## config.mk

```make
export PLATFORM = sky130hd
export DESIGN_NAME = viterbi_traceback_unit
export DESIGN_NICKNAME = d
export VERILOG_FILES = /design/src/rtl/viterbi_pkg.sv /design/src/rtl/survivor_mem.sv /design/src/rtl/viterbi_traceback_unit.sv
export SDC_FILE = /design/constraint.sdc
export NUM_CORES = 1
export LEC_CHECK = 0
export ABC_CLOCK_PERIOD_IN_PS = 2800
export CORE_MARGIN = 2
export CORE_UTILIZATION = 55
export DETAILED_ROUTE_END_ITERATION = 8
export HOLD_SLACK_MARGIN = 0.08
export MAX_ROUTING_LAYER = met4
export PLACE_DENSITY = 0.84
export SYNTH_ARGS = -nofsm -noshare
export SYNTH_HDL_FRONTEND = slang
export SYNTH_SLANG_ARGS = --single-unit
```

## constraint.sdc

```tcl
create_clock -name i_clk -period 2.8 [get_ports i_clk]
set_input_delay 0.84 -clock i_clk [delete_from_list [all_inputs] [get_ports i_clk]]
set_output_delay 0.84 -clock i_clk [all_outputs]
set_load 0.01 [all_outputs]
```

## src/rtl/viterbi_pkg.sv

```systemverilog
// Shared types and the trellis predecessor function for the K=3 (4-state) Viterbi decoder.
package viterbi_pkg;
    localparam int NUM_STATES = 4;
    localparam int STATE_W    = 2;

    typedef logic [NUM_STATES-1:0] decision_t;

    typedef enum logic [1:0] {
        COLLECT,
        TRACE,
        OUTPUT
    } tb_fsm_e;

    // Survivor into state s came from {s[0], d[s]}.
    function automatic logic [STATE_W-1:0] tb_pred(input logic [STATE_W-1:0] state,
                                                   input decision_t decision);
        return {state[0], decision[state]};
    endfunction
endpackage

```

## src/rtl/survivor_mem.sv

```systemverilog
// Survivor decision storage: one write port, one combinational read port.
module survivor_mem
    import viterbi_pkg::*;
#(
    parameter int DEPTH = 64,
    parameter int PTR_W = 6
) (
    input  logic             clk,
    input  logic             wr_en,
    input  logic [PTR_W-1:0] wr_addr,
    input  decision_t        wr_data,
    input  logic [PTR_W-1:0] rd_addr,
    output decision_t        rd_data
);
    decision_t mem [DEPTH];

    always_ff @(posedge clk) begin
        if (wr_en) mem[wr_addr] <= wr_data;
    end

    assign rd_data = mem[rd_addr];
endmodule

```

## src/rtl/viterbi_traceback_unit.sv

```systemverilog
// Survivor memory + traceback: collects one frame of ACS decisions, traces back from
// state 0 and streams the decoded bits in forward order with the tail dropped.
//   state   | meaning
//   COLLECT | accepting decision vectors into survivor memory
//   TRACE   | walking back one step per cycle, filling the lifo
//   OUTPUT  | streaming lifo[0 .. len-TAIL_LEN-1] over valid/ready
module viterbi_traceback_unit
    import viterbi_pkg::*;
#(
    parameter int MAX_FRAME = 64,
    parameter int TAIL_LEN  = 2
) (
    input  logic                  i_clk,
    input  logic                  i_rst,
    input  logic                  i_dec_valid,
    input  logic [NUM_STATES-1:0] i_decision,
    input  logic                  i_dec_last,
    output logic                  o_dec_ready,
    output logic                  o_bit_valid,
    output logic                  o_bit,
    output logic                  o_bit_last,
    input  logic                  i_bit_ready,
    output logic                  o_busy,
    output logic                  o_overflow
);
    localparam int PTR_W = $clog2(MAX_FRAME);
    localparam int LEN_W = PTR_W + 1;
    localparam logic [LEN_W-1:0] TAIL_L = LEN_W'(TAIL_LEN);

    tb_fsm_e              state, state_nxt;
    logic [PTR_W-1:0]     wr_ptr, rd_ptr, out_idx;
    logic [LEN_W-1:0]     len, last_idx;
    logic [STATE_W-1:0]   tb_state;
    logic [MAX_FRAME-1:0] lifo;
    decision_t            rd_data;
    logic                 wr_en, last_step, out_fire;

    survivor_mem #(.DEPTH(MAX_FRAME), .PTR_W(PTR_W)) u_mem (
        .clk     (i_clk),
        .wr_en   (wr_en),
        .wr_addr (wr_ptr),
        .wr_data (i_decision),
        .rd_addr (rd_ptr),
        .rd_data (rd_data)
    );

    assign o_dec_ready = (state == COLLECT);
    assign o_busy      = (state != COLLECT);
    assign wr_en       = o_dec_ready && i_dec_valid;
    assign last_step   = i_dec_last || (wr_ptr == PTR_W'(MAX_FRAME - 1));
    assign out_fire    = o_bit_valid && i_bit_ready;
    assign last_idx    = len - LEN_W'(TAIL_LEN + 1);
    // Gated by valid so both read 0 outside a transfer; stable while stalled.
    assign o_bit       = o_bit_valid && lifo[out_idx];
    assign o_bit_last  = o_bit_valid && ({1'b0, out_idx} == last_idx);

    always_comb begin
        state_nxt = state;
        case (state)
            COLLECT: if (wr_en && last_step) state_nxt = TRACE;
            TRACE:   if (rd_ptr == '0) state_nxt = (len > TAIL_L) ? OUTPUT : COLLECT;
            OUTPUT:  if (out_fire && o_bit_last) state_nxt = COLLECT;
            default: state_nxt = COLLECT;
        endcase
    end

    always_ff @(posedge i_clk) begin
        if (i_rst) begin
            state       <= COLLECT;
            wr_ptr      <= '0;
            rd_ptr      <= '0;
            out_idx     <= '0;
            len         <= '0;
            tb_state    <= '0;
            o_bit_valid <= 1'b0;
            o_overflow  <= 1'b0;
        end else begin
            state      <= state_nxt;
            o_overflow <= 1'b0;
            case (state)
                COLLECT: begin
                    if (wr_en) begin
                        if (last_step) begin
                            wr_ptr     <= '0;
                            len        <= {1'b0, wr_ptr} + LEN_W'(1);
                            tb_state   <= '0;
                            rd_ptr     <= wr_ptr;
                            o_overflow <= !i_dec_last;
                        end else begin
                            wr_ptr <= wr_ptr + PTR_W'(1);
                        end
                    end
                end
                TRACE: begin
                    tb_state <= tb_pred(tb_state, rd_data);
                    rd_ptr   <= rd_ptr - PTR_W'(1);
                    if (rd_ptr == '0) begin
                        out_idx     <= '0;
                        o_bit_valid <= (len > TAIL_L);
                    end
                end
                OUTPUT: begin
                    if (out_fire) begin
                        if (o_bit_last) o_bit_valid <= 1'b0;
                        else            out_idx     <= out_idx + PTR_W'(1);
                    end
                end
                default: ;
            endcase
        end
    end

    // Traceback yields bits newest-first; indexing by step restores forward order.
    always_ff @(posedge i_clk) begin
        if (state == TRACE) lifo[rd_ptr] <= tb_state[1];
    end
endmodule

```

==> out/summary.md <==
The ratio of cells with drive above 1 in the final layout is 24.5%. The tools report the highest ir drop seen on vdd as 0.817 mV. For the final critical-path setup slack, the log shows -842 ps. By area the synthesized netlist is led by sky130_fd_sc_hd__edfxtp_1 (64%), sky130_fd_sc_hd__mux4_2 (9.8%), sky130_fd_sc_hd__dfxtp_1 (4.9%), sky130_fd_sc_hd__nor2_1 (4.4%), sky130_fd_sc_hd__mux2i_1 (2.2%). The library cell used most frequently in the layout, excluding fill and tap cells, is sky130_fd_sc_hd__edfxtp_1. Path type of the worst min-delay path: flip-flop to flip-flop.

For the number of buffers on the longest clock path, the log shows 3. The tools report the total vias in the final route as 9174. The clock root buffer was sky130_fd_sc_hd__clkbuf_16. For the worst setup slack after placement, the log shows -706 ps. The first global-routing pass estimated 52800 µm of wire. Buffers inserted during clock tree synthesis total 36. A synthesized cell averages 15.5 µm². STA classifies the critical path endpoint as an output pin.

The sequential area share after synthesis was 69.1%; the number of routed nets with antenna violations was 0. The slew of the pin with the lowest slew margin is 707 ps, and the Yosys warning count is 0. Yosys mapped a number of flops with a built-in enable equal to 320. The most used flip-flop cell after synthesis is sky130_fd_sc_hd__edfxtp_1. The tools report the nature of the critical path startpoint as a flip-flop. For this run, asynchronously set or reset flops after synthesis account for 0%. The number of global-route vias before repair is 9339, and the pin count of the biggest net entering global routing is 65. The library cells used most frequently in the layout, excluding fill and tap cells, are sky130_fd_sc_hd__edfxtp_1 (320), sky130_fd_sc_hd__nor2_1 (175), sky130_fd_sc_hd__buf_4 (98), sky130_fd_sc_hd__mux4_2 (68), sky130_fd_sc_hd__clkbuf_16 (37). TritonCTS built the clock tree. For the number of pins with negative max-slew slack in the final report, the log shows 0. After clock tree synthesis, the clock-pin slew on the worst setup and hold paths is 60 ps.

The run gives 966 as the number of standard cells after synthesis. The biggest area consumer among synthesized cells was sky130_fd_sc_hd__edfxtp_1. The H-tree generated during clock tree synthesis spans 2 levels. The DRC violation count after routing was 0. Setup repair after global routing could not meet its margin everywhere.

Timing would allow up to 275 MHz. The number of hold buffers added after cts is 0. The sum of negative setup slack was -898 ps. The checks that failed: setup timing. The data arrival time of the critical path is 2800 ps.

The final hold violation count came out at 0. The initial utilization of the core area, before any placement, comes to 55.9%. In the routed layout, each cell is associated on average with a via count of 6.39. The detail-routed net length per standard cell came out at 23.4 µm. In the finished design, the share of the clock period the worst path needs comes to 130%. Wires add up to 33600 µm. Kind of critical path: flip-flop to output pin. Counting every net in the synthesized netlist gives 980. Counting flops and latches in the post-synthesis netlist gives 357.

The overflow left after global routing is 0, and the count of pins on the block boundary is 15. The number of setup violations in the final report came out at 2. Total global routing track utilization: 24.9%. For the first-pass iteration count of the detailed router, the log shows 8. Dividing total power by cell area gives a power density of 647 nW/µm². Port buffering added 14 buffers. Final critical-path required period: 3640 ps. The tools report the initial antenna violation count as 0.

The largest fanout of any net on the critical path was 6. The worst slew margin relative to its limit is 52.8%. The logs give 0 for the count of max-cap constraint violations and 60 for the standard-cell row count. The flow ran to the end, but the final reports show violations. For the final database, setup skew stands at 21.8 ps.

The synthesized netlist contains 60 unique library cells. The total standard cell area after synthesis is 15000 µm². Detailed placement finished with a half-perimeter wire length of 21800 µm. For the worst-skew pair, the clock arrives at the later sink with an insertion delay of 520 ps. In this run the standard cell core region covers 26800 µm². The die covers 28600 µm².

For the reported leakage power, the log shows 5.31 nW. Measured along the x axis, the die boundary spans 169 µm. The tools report the weighted congestion at the end of routability-driven global placement as 0.917. The share of the synthesized area in the top cell type works out to 64.2%. For this block, the initial DRC count from the detailed router was 1239. At the end of the flow the core is filled with cells to 64.4%.

The number of antenna diodes in the final layout is 0. STA puts the critical path data required time at 1960 ps. Total number of nets in the final design: 1086. The die extent in y is 169 µm, and the total chip power is 0.0112 W. CTS saw 357 sinks. The area added between synthesis and finish works out to 15.3%.
## kinds of logic (layout without fill, tap and decap cells)
| group | Yosys count | after routing | share of synthesized area, % |
|---|---|---|---|
| mux | 110 | 110 | 13.4 |
| compound gates | 108 | 108 | 4.76 |
| buf+inv | 63 | 192 | 2.18 |
| fa+ha+maj | 5 | 5 | 0.418 |
| flops | 357 | 357 | 69.1 |
| simple gates | 311 | 311 | 9.41 |
| xor+xnor | 12 | 12 | 0.702 |
## path summary, 6_finish.rpt
path              startpoint           to  slack (ps)  depth (start not counted)
setup / recovery  out_idx[0]        o_bit        -840                          6
hold / removal        len[1]       len[1]         530                          2
setup reg to reg   flip-flop  tb_state[0]         160                          8
hold reg to reg       len[1]       len[1]         530                          2
## final cells by class
class / instances / area (µm²)
Sequential cell: 357 / 10400
Fill cell: 1774 / 9540
Multi-Input combinational cell: 546 / 4350
Timing Repair Buffer: 121 / 1020
Clock buffer: 45 / 966
Tap cell: 341 / 427
Clock inverter: 16 / 82.6
Inverter: 10 / 37.5
## synthesized netlist by cell type (all sizes together) (7+ instances only)
master and count:
nand3b 9, nor2 176, inv 9, xnor2 8, buf 26, o21ai 18
o221ai 7, dfxtp 37, mux2i 33, edfxtp 320, or2 7, a21oi 32
mux4 70, mux2 7, nor2b 13, clkbuf 27, nand3 25, nand2 33
nor3 14, nand2b 7
## what timing repair did
action | in CTS | in global routing
gates resized for setup | 22 | 8
pin swaps | 4 | 4
setup buffers | 3 | 1
setup endpoints to repair | 2 | 3
gates cloned | 0 | 0
## power by group
| group | internal (W) | switching [W] | leakage [nW] |
|---|---|---|---|
| combinational | 0.000400 | 0.000515 | 1.73 |
| sequential | 0.00583 | 0.0000936 | 3.07 |
| clock | 0.00244 | 0.00189 | 0.516 |
| total | 0.00867 | 0.00250 | 5.31 |
## registers in the layout (all words and copies together) (netlist names), named ones only
register	flops
tb_state	2
state	2
len	7
out_idx	6
wr_ptr	6
o_overflow	1
lifo	64
rd_ptr	6
u_mem.mem	256
o_bit_valid	1
## worst max-delay path, stage by stage (launching register included)
cell and delay [ps]:
sky130_fd_sc_hd__dfxtp_4 390, sky130_fd_sc_hd__buf_12 140, sky130_fd_sc_hd__mux4_2 490, sky130_fd_sc_hd__mux4_2 490, sky130_fd_sc_hd__mux4_2 510, sky130_fd_sc_hd__and2_4 160
sky130_fd_sc_hd__buf_6 110
## metrics by stage
step,area (µm²),hold slack [ps],std cells
detailed placement,16100,528,1371
finish,17300,527,1436
floorplan,15000,489,966
CTS,17200,502,1435
global placement,16100,506,1371
global route,17300,560,1436
## layer usage
layer | global-route usage [%] | routed length [µm] | part of all wire [%]
met5 | - | 0 | 0
met4 | 8.58 | 1150 | 3.4
met1 | 32.1 | 12800 | 38
met3 | 4.65 | 3100 | 9.2
met2 | 40.4 | 16600 | 49
(Power assumes the default switching activity.)
